### src/rtl/fetch_pkg.sv
// Shared types for the instruction prefetch unit: buffer entry layout and fetch FSM states.
// The PC step helper keeps the wrap-around increment in one place.
package fetch_pkg;

  localparam logic [31:0] PC_STEP = 32'd4;

  typedef struct packed {
    logic [31:0] pc;
    logic [31:0] instruction;
  } fetch_entry_t;

  typedef enum logic [1:0] {
    IDLE    = 2'd0,
    REQ     = 2'd1,
    DISCARD = 2'd2
  } fetch_state_e;

  function automatic logic [31:0] next_pc(input logic [31:0] pc);
    return pc + PC_STEP;
  endfunction

endpackage

### src/rtl/wishbone_if.sv
// 32-bit Wishbone-style bus bundle; the prefetcher uses the master view read-only.
// data_out is the slave's read data, returned together with ack.
interface wishbone_if;
  logic        cycle;
  logic        strobe;
  logic        write_enable;
  logic [3:0]  byte_select;
  logic [31:0] address;
  logic        ack;
  logic [31:0] data_out;

  modport master (
    output cycle, strobe, write_enable, byte_select, address,
    input  ack, data_out
  );

  modport slave (
    input  cycle, strobe, write_enable, byte_select, address,
    output ack, data_out
  );
endinterface

### src/rtl/prefetch_fifo.sv
// Prefetch buffer: synchronous FIFO of fetch entries, flush wins over push/pop, zero-latency head.
// Push is accepted when not full or when a pop frees a slot in the same cycle.
module prefetch_fifo
  import fetch_pkg::*;
#(
  parameter int DEPTH = 4
) (
  input  logic                     clk,
  input  logic                     reset,
  input  logic                     flush,
  input  logic                     push,
  input  fetch_entry_t             push_data,
  input  logic                     pop,
  output fetch_entry_t             head,
  output logic                     empty,
  output logic [$clog2(DEPTH):0]   count
);

  localparam int AW = $clog2(DEPTH);
  localparam int CW = AW + 1;

  fetch_entry_t  mem_q [DEPTH];
  fetch_entry_t  mem_d [DEPTH];
  logic [AW-1:0] rd_ptr_q, rd_ptr_d;
  logic [AW-1:0] wr_ptr_q, wr_ptr_d;
  logic [CW-1:0] count_q, count_d;
  logic          full;
  logic          do_push;
  logic          do_pop;

  assign empty   = (count_q == '0);
  assign full    = (count_q == CW'(DEPTH));
  assign do_pop  = pop && !empty;
  assign do_push = push && (!full || do_pop);

  always_comb begin
    mem_d    = mem_q;
    rd_ptr_d = rd_ptr_q;
    wr_ptr_d = wr_ptr_q;
    count_d  = count_q;
    if (flush) begin
      rd_ptr_d = '0;
      wr_ptr_d = '0;
      count_d  = '0;
    end else begin
      if (do_push) begin
        mem_d[wr_ptr_q] = push_data;
        wr_ptr_d        = wr_ptr_q + AW'(1);
      end
      if (do_pop) begin
        rd_ptr_d = rd_ptr_q + AW'(1);
      end
      case ({do_push, do_pop})
        2'b10:   count_d = count_q + CW'(1);
        2'b01:   count_d = count_q - CW'(1);
        default: count_d = count_q;
      endcase
    end
  end

  always_ff @(posedge clk or posedge reset) begin
    if (reset) begin
      rd_ptr_q <= '0;
      wr_ptr_q <= '0;
      count_q  <= '0;
    end else begin
      rd_ptr_q <= rd_ptr_d;
      wr_ptr_q <= wr_ptr_d;
      count_q  <= count_d;
    end
  end

  // Storage needs no reset: nothing is visible until count says so.
  always_ff @(posedge clk) begin
    mem_q <= mem_d;
  end

  assign head  = mem_q[rd_ptr_q];
  assign count = count_q;

endmodule

### src/rtl/instruction_prefetch.sv
// Instruction prefetcher: one bus read per 3 cycles into a FIFO, branch flushes; stall holds the head.
// Define PREFETCH_TIMEOUT_EN to abandon and reissue a read after TIMEOUT_CYCLES without ack.
module instruction_prefetch
  import fetch_pkg::*;
#(
  parameter int          FIFO_DEPTH     = 4,
  parameter logic [31:0] RESET_PC       = 32'h0000_0000,
  parameter int          TIMEOUT_CYCLES = 16
) (
  input  logic        clk,
  input  logic        reset,
  wishbone_if.master  wishbone_bus,
  input  logic        i_branch_enable,
  input  logic [31:0] i_branch_address,
  input  logic        i_stall,
  output logic [31:0] o_instruction,
  output logic [31:0] o_pc,
  output logic        o_instruction_valid
);

  fetch_state_e state_q, state_d;
  logic [31:0]  fetch_pc_q, fetch_pc_d;
  logic [31:0]  bus_addr_q, bus_addr_d;
  logic         bus_active;
  logic         bus_ack;
  logic         tmo_hit;
  logic         push;
  logic         pop;
  logic         has_room;
  logic         fifo_empty;
  fetch_entry_t fifo_head;
  logic [$clog2(FIFO_DEPTH):0] fifo_count;
  logic         unused_ok;

  assign bus_active = (state_q != IDLE);
  // An ack outside an active cycle belongs to nobody and is dropped.
  assign bus_ack    = bus_active && wishbone_bus.ack;
  assign has_room   = (fifo_count != ($clog2(FIFO_DEPTH) + 1)'(FIFO_DEPTH));

  assign wishbone_bus.cycle        = bus_active;
  assign wishbone_bus.strobe       = bus_active;
  assign wishbone_bus.write_enable = 1'b0;
  assign wishbone_bus.byte_select  = 4'hF;
  assign wishbone_bus.address      = bus_active ? bus_addr_q : 32'h0;

`ifdef PREFETCH_TIMEOUT_EN
  localparam int TW = $clog2(TIMEOUT_CYCLES + 1);
  logic [TW-1:0] tmo_q, tmo_d;

  always_comb begin
    tmo_d   = '0;
    tmo_hit = 1'b0;
    if (bus_active && !bus_ack) begin
      if (tmo_q == TW'(TIMEOUT_CYCLES - 1)) tmo_hit = 1'b1;
      else                                  tmo_d   = tmo_q + TW'(1);
    end
  end

  always_ff @(posedge clk or posedge reset) begin
    if (reset) tmo_q <= '0;
    else       tmo_q <= tmo_d;
  end
`else
  assign tmo_hit = 1'b0;
`endif

  assign unused_ok = ^{i_branch_address[1:0], (TIMEOUT_CYCLES > 0)};

  always_comb begin
    state_d    = state_q;
    fetch_pc_d = fetch_pc_q;
    bus_addr_d = bus_addr_q;
    push       = 1'b0;
    case (state_q)
      IDLE: begin
        if (!i_branch_enable && has_room) begin
          state_d    = REQ;
          bus_addr_d = fetch_pc_q;
        end
      end
      REQ: begin
        if (bus_ack) begin
          state_d = IDLE;
          if (!i_branch_enable) begin
            push       = 1'b1;
            fetch_pc_d = next_pc(fetch_pc_q);
          end
        end else if (i_branch_enable) begin
          state_d = DISCARD;
        end
      end
      DISCARD: begin
        if (bus_ack) state_d = IDLE;
      end
      default: state_d = IDLE;
    endcase
    // Timeout returns to IDLE with fetch PC untouched, so the same word is requested again.
    if (tmo_hit) state_d = IDLE;
    if (i_branch_enable) fetch_pc_d = {i_branch_address[31:2], 2'b00};
  end

  always_ff @(posedge clk or posedge reset) begin
    if (reset) begin
      state_q    <= IDLE;
      fetch_pc_q <= RESET_PC;
      bus_addr_q <= RESET_PC;
    end else begin
      state_q    <= state_d;
      fetch_pc_q <= fetch_pc_d;
      bus_addr_q <= bus_addr_d;
    end
  end

  assign pop = o_instruction_valid && !i_stall && !i_branch_enable;

  prefetch_fifo #(
    .DEPTH (FIFO_DEPTH)
  ) u_fifo (
    .clk       (clk),
    .reset     (reset),
    .flush     (i_branch_enable),
    .push      (push),
    .push_data ('{pc: bus_addr_q, instruction: wishbone_bus.data_out}),
    .pop       (pop),
    .head      (fifo_head),
    .empty     (fifo_empty),
    .count     (fifo_count)
  );

  assign o_instruction_valid = !fifo_empty;
  assign o_instruction       = o_instruction_valid ? fifo_head.instruction : 32'h0;
  assign o_pc                = o_instruction_valid ? fifo_head.pc : 32'h0;

endmodule

### src/flat_wrapper.sv
// flat-port wrapper written by rule: the top's interface ports become plain ports
module instruction_prefetch_flat import fetch_pkg::*;
#(
  parameter int          FIFO_DEPTH     = 4,
  parameter logic [31:0] RESET_PC       = 32'h0000_0000,
  parameter int          TIMEOUT_CYCLES = 16
)
  (clk, reset, i_branch_enable, i_branch_address, i_stall, o_instruction, o_pc, o_instruction_valid, wishbone_bus_cycle, wishbone_bus_strobe, wishbone_bus_write_enable, wishbone_bus_byte_select, wishbone_bus_address, wishbone_bus_ack, wishbone_bus_data_out);
  wishbone_if wishbone_bus_i ();
  input  logic clk;
  input  logic reset;
  input  logic i_branch_enable;
  input  logic [31:0] i_branch_address;
  input  logic i_stall;
  output logic [31:0] o_instruction;
  output logic [31:0] o_pc;
  output logic o_instruction_valid;
  output wire logic [$bits(wishbone_bus_i.cycle)-1:0] wishbone_bus_cycle;
  output wire logic [$bits(wishbone_bus_i.strobe)-1:0] wishbone_bus_strobe;
  output wire logic [$bits(wishbone_bus_i.write_enable)-1:0] wishbone_bus_write_enable;
  output wire logic [$bits(wishbone_bus_i.byte_select)-1:0] wishbone_bus_byte_select;
  output wire logic [$bits(wishbone_bus_i.address)-1:0] wishbone_bus_address;
  input wire logic [$bits(wishbone_bus_i.ack)-1:0] wishbone_bus_ack;
  input wire logic [$bits(wishbone_bus_i.data_out)-1:0] wishbone_bus_data_out;
  assign wishbone_bus_cycle = wishbone_bus_i.cycle;
  assign wishbone_bus_strobe = wishbone_bus_i.strobe;
  assign wishbone_bus_write_enable = wishbone_bus_i.write_enable;
  assign wishbone_bus_byte_select = wishbone_bus_i.byte_select;
  assign wishbone_bus_address = wishbone_bus_i.address;
  assign wishbone_bus_i.ack = wishbone_bus_ack;
  assign wishbone_bus_i.data_out = wishbone_bus_data_out;
  instruction_prefetch #(.FIFO_DEPTH(FIFO_DEPTH), .RESET_PC(RESET_PC), .TIMEOUT_CYCLES(TIMEOUT_CYCLES)) u_core (.clk(clk), .reset(reset), .wishbone_bus(wishbone_bus_i), .i_branch_enable(i_branch_enable), .i_branch_address(i_branch_address), .i_stall(i_stall), .o_instruction(o_instruction), .o_pc(o_pc), .o_instruction_valid(o_instruction_valid));
endmodule
### config.mk
export PLATFORM = sky130hd
export DESIGN_NAME = instruction_prefetch_flat
export DESIGN_NICKNAME = d
export VERILOG_FILES = /design/src/rtl/fetch_pkg.sv /design/src/rtl/wishbone_if.sv /design/src/rtl/prefetch_fifo.sv /design/src/rtl/instruction_prefetch.sv /design/src/flat_wrapper.sv
export SDC_FILE = /design/constraint.sdc
export NUM_CORES = 1
export LEC_CHECK = 0
export ABC_AREA = 1
export ABC_CLOCK_PERIOD_IN_PS = 8000
export CAP_MARGIN = 10
export CORE_ASPECT_RATIO = 0.5
export CORE_MARGIN = 2
export CORE_UTILIZATION = 34
export DETAILED_ROUTE_END_ITERATION = 10
export GPL_ROUTABILITY_DRIVEN = 0
export PLACE_DENSITY = 0.62
export SYNTH_ARGS = -nofsm -noshare
export SYNTH_HDL_FRONTEND = slang
export SYNTH_HIERARCHICAL = 1
export SYNTH_SLANG_ARGS = --single-unit
### constraint.sdc
create_clock -name clk -period 8 [get_ports clk]
set_input_delay 1.6 -clock clk [delete_from_list [all_inputs] [get_ports clk]]
set_output_delay 1.6 -clock clk [all_outputs]
set_load 0.05 [all_outputs]
# Word-level counts from Yosys, hierarchy flattened
# Cells that the tools add are included.
# totals
elab_cells,84
n_memories,0
ramBits,0
latch_bits,0
ff_bits,329
romBits,0
in_bits,69
# classes
order_cmp,3
reduce_logical,24
addsub,5
bitwise,3
shift,0
muxes,26
eq_ne,9
div,0
mul,0
# op_table
op,count
bitwise mux 256 bit,1
2-to-1 mux 32 bit,6
2-to-1 mux 64 bit,3
binary-select mux 64 bit (select 2 bit),1
demux 64 bit (select 2 bit),1
adder 32 x 3 -> 32 bit (second input constant),1
2-to-1 mux 2 bit,8
nonzero test 2 bit,5
logical AND 1 bit,7
>= comparator 3 bit (second input constant),2
NOT 2 -> 3 bit,2
one-hot mux 2 bit (3 select lines),1
one-hot mux 3 bit (2 select lines),1
AND reduction 2 bit,3
adder 2 x 1 -> 2 bit (second input constant),2
equality test 2 x 1 -> 1 bit (second input constant),2
equality test 2 bit (second input constant),2
zero test 1 bit,4
!= test 2 x 1 -> 1 bit (second input constant),2
adder 3 x 1 -> 3 bit (second input constant),1
equality test 3 bit (second input constant),1
zero test 3 bit,1
< comparator 3 x 1 -> 1 bit (second input constant),1
2-to-1 mux 1 bit,3
other kinds (9),9

# Depth between registers and ports, before layout
# logic_depth
ltp_word,10
mapped_depth,17

# Modules after synthesis
# Netlist, hierarchy kept.
# by_module_without_submodules
module,seq_area_each_um2,cells_per_inst,area_per_inst_um2,instances
prefetch_fifo,7862.5,686,10007.1,1
instruction_prefetch,1551.5,677,4297.9,1

# Least setup slack after synthesis
# OpenSTA, ideal clock, no wires.
# synth_timing
kind,input to register
from,in i_branch_enable
to,"reg u_core/u_fifo/mem_q[0] (netlist name), enable pin"
required_ns,7.513
path_slack_ns,2.134
setup_ns,0.487
stages,7
arrival_ns,5.380
cell_sequence,buf_2 > clkbuf_1 > nor3_1 > nor2_1 > nand2_1 > nand3_1 > nor2_1
# synth_via
elab_chain_cells,6
word_cells_on_any_way,10
cone_classes,mux (3); bitwise (1); reduce/logical (6)
# synth_rtl
element,line_no,source
start: declaration,flat_wrapper.sv:12,input logic i_branch_enable;
zero test 1 bit,instruction_prefetch.sv:114,assign pop = o_instruction_valid && !i_stall && !i_branch_enable;
logical AND 1 bit,instruction_prefetch.sv:114,
via u_core.pop,instruction_prefetch.sv:28,logic pop;
logical AND 1 bit,prefetch_fifo.sv:33,assign do_pop = pop && !empty;
logical OR 1 bit,prefetch_fifo.sv:34,assign do_push = push && (!full || do_pop);
logical AND 1 bit,prefetch_fifo.sv:34,
AND reduction 2 bit (no source line),--,
end signal: assignment,prefetch_fifo.sv:75,mem_q <= mem_d;
end: declaration,prefetch_fifo.sv:22,fetch_entry_t mem_q [DEPTH];
# The timed path passes the listed nets, and every way through them passes these cells.
# A chain may end at the register's enable or synchronous reset.

==> flow_summary.json <==
{
  "async_flop_share_pct": 21.2,
  "ios": 173,
  "area_growth_pct": 22.1,
  "rows": 53,
  "ys_seq_area_share_pct": 65.8,
  "internal_power_uw": 3090,
  "setup_viol_count_final": 0,
  "worstPathMaxFanout": 95,
  "multi_input_area_um2": 3870,
  "max_cap_viol_count": 0,
  "pwr-share-comb_pct": 13.8,
  "die_y_um": 149,
  "p_clk_share_pct": 37.1,
  "crit_chain": "inv_4, buf_4, nor2_1, o22ai_1, inv_1, nor2_1, clkdlybuf4s50_1",
  "cts_tree": "yes",
  "crit_top_cell": "nor2_1",
  "hold_viol_final": 0,
  "worst_path_max_delay_cell": "clkdlybuf4s50_1",
  "synth_common_cells": "nor2_1, edfxtp_1, inv_1",
  "outcome": "complete, no violations",
  "postCtsHoldBufs": 0,
  "slew_viol_final": 0,
  "grt_pass1_vias": 9372,
  "cts-root-to-sink-buffers": 3,
  "synth.most_common_cell": "nor2_1",
  "vias": 9825,
  "relSlewSlack_pct": 26.0,
  "leakage_uw": 0.00670,
  "nFillCells": 3952,
  "overflow": 0,
  "fin_area_um2": 17500,
  "syn_area_um2": 14300,
  "cts_max_level": 2,
  "synth_enable_flop_cells": 256,
  "power.total_uw": 4210,
  "clock_sinks": 325,
  "antenna_found_initial": 1,
  "grt_setup_unrepaired": "no",
  "start_util_pct": 34.3,
  "clk_latency_ns": 0.50,
  "crit_buf_inv": 4,
  "io_buffers": 163,
  "ir_worst_vdd_uv": 171,
  "dr.pass1.iters": 4,
  "cts_resized": 0,
  "max_stage_delay_ns": 0.86,
  "ys_types": 43,
  "grt_first_pass_wirelength_um": 51600,
  "final_nets": 1589,
  "switchingPower_uw": 1120,
  "core-area_um2": 41700,
  "grt_max_degree": 107,
  "syn_inst": 1363,
  "required_ns": 6.40,
  "fin_skew_ns": 0.0115,
  "worstSetupPathType": "flop to primary output",
  "syn_area_per_cell_um2": 10.5,
  "clk_root_buffer_cell": "clkbuf_16",
  "drc": 0,
  "dr.first_iter.drc_count": 488,
  "cp_top_family": "buffers and inverters",
  "synth_top_area_share_pct": 53.7,
  "die_width_um": 294,
  "hold_class": "flop to flop",
  "fin_setup_tns_ns": 0,
  "drive_gt1_share_pct": 6.83,
  "swShare_pct": 26.6,
  "endpoint_kind": "primary output",
  "fmax_mhz": 187,
  "synth_ff_type": "edfxtp_1",
  "layout.area.seq_um2": 9420,
  "routed_wl_um": 33300,
  "dieArea_um2": 43800,
  "seqPwrFrac_pct": 49.1,
  "post_cts_buffers": 0,
  "vias_per_cell": 4.70,
  "numCtsBuffers": 34,
  "wire_per_inst_um": 15.9,
  "cts.clk_slew.worst_paths_ns": 0.06,
  "yosysTopAreaCell": "edfxtp_1",
  "dp_hpwl_um": 20600,
  "layout_min_cycle_time_ns": 5.35,
  "drt.antenna.violating_nets": 0,
  "worstMarginPinSlew_ns": 1.11,
  "worstPathArrival_ns": 3.75,
  "cp-start-kind": "flop",
  "yosysWarnings": 6,
  "pwr_density_cell_nw_per_um2": 241,
  "netlist_top_cells_area": "edfxtp_1, dfrtp_1, nor2_1, inv_1, nand2_1",
  "min_period_over_period_pct": 66.9,
  "grt_use_total_pct": 15.1,
  "ys_ff_latch": 325,
  "dpl-instance-area_um2": 16300
}
==> registers in the layout, summed over array words and instances, names as in the netlist <==
name / flops
u_core/u_fifo/wr_ptr_q: 2
u_core/state_q: 2
u_core/u_fifo/count: 3
u_core/u_fifo/rd_ptr_q: 2
u_core/bus_addr_q: 30
u_core/fetch_pc_q: 30
u_core/u_fifo/mem_q: 256
==> final timing paths <==
| check | start | slack (ns) | cells after the start | end |
|---|---|---|---|---|
| max | u_core/u_fifo/rd_ptr_q[0]$_DFFE_PP0P_ | 2.65 | 7 | o_pc[20] |
| min | u_core/fetch_pc_q[23]$_DFFE_PP0P_ | 0.55 | 2 | u_core/fetch_pc_q[23]$_DFFE_PP0P_ |
| max reg2reg | u_core/u_fifo/count[0]$_DFFE_PP0P_ | 3.81 | 10 | u_core/u_fifo/mem_q[166]$_DFFE_PP_ |
| min reg2reg | u_core/fetch_pc_q[23]$_DFFE_PP0P_ | 0.55 | 2 | u_core/fetch_pc_q[23]$_DFFE_PP0P_ |
| max in group asynchronous | reset | 5.77 | 3 | u_core/fetch_pc_q[4]$_DFFE_PP0P_ |
| min in group asynchronous | reset | 1.42 | 2 | u_core/u_fifo/wr_ptr_q[1]$_DFFE_PP0P_ |
==> tightest hold or removal path, cell delays in order (launching register included) <==
cell     delay, ns
dfrtp_1       0.40
nand2_1       0.07
nand2_1       0.06
==> metrics by stage <==
stage                     hold WS (ns)  cells  util [%]  setup slack (ns)
after global routing             0.581   2089      41.9              2.48
final                            0.555   2089      41.9              2.65
after detailed placement         0.539   2028      39.2              2.74
after CTS                        0.556   2088      41.9              2.58
after floorplan                  0.476   1376         -              2.13
after global placement           0.537   2028      39.2              2.77
==> power by group through the flow <==
stage               logic, uW  clock network (uW)  registers (uW)
floorplan                 396                   0            2050
global placement          580                   0            2100
detailed placement        586                   0            2100
CTS                       588                1600            2070
global route              630                1670            2090
finish                    580                1560            2070
==> cell families after synthesis <==
| group | after synthesis | synth area share, % |
|---|---|---|
| AO/OA/AOI/OAI | 254 | 9.60 |
| adder cells (fa/ha/maj) | 6 | 0.577 |
| buffers and inverters | 243 | 7.69 |
| AND/OR/NAND/NOR | 526 | 15.8 |
| XOR/XNOR | 7 | 0.429 |
| other | 2 | 0.0525 |
| flip-flops | 325 | 65.8 |
==> cell type report <==
| class | instances | share of cell area (%) |
|---|---|---|
| well taps | 550 | 3.94 |
| inverters | 168 | 3.63 |
| flip-flops and latches | 325 | 53.9 |
| clock inverters | 11 | 0.709 |
| diodes | 1 | 0.0143 |
| repair buffers | 177 | 9.94 |
| multi-input cells | 808 | 22.2 |
| clock buffers | 49 | 5.67 |
==> cells in the final DEF (no fill, tap or decap), types with 2 or more instances in the layout <==
master / count
nand2_1: 146
nand4_1: 7
inv_1: 156
xor2_1: 6
edfxtp_1: 256
inv_2: 8
clkinv_1: 8
nand2_2: 7
bufinv_16: 3
nor2_1: 278
nor2_4: 10
a21oi_1: 12
o22ai_1: 65
nand2_4: 3
o21ai_1: 71
ha_1: 5
nor2_8: 3
dfrtp_1: 67
conb_1: 15
clkdlybuf4s50_1: 163
o211ai_1: 4
clkinv_2: 3
buf_4: 14
nor3_1: 3
nand3_2: 4
nor2_2: 6
clkbuf_8: 2
clkbuf_1: 10
nand3_1: 54
clkbuf_16: 37
o21ai_0: 98
==> metal layers <==
metal  GRT usage (%)  vias to the layer above  part of all wire, %
li1                -                     4869                    -
met1            19.0                     4776                   42
met2            27.5                      138                   53
met3            2.16                       42                  3.3
met4            3.52                        0                  1.8
met5               0                        -                    0
Power figures use the tool's default switching activity.
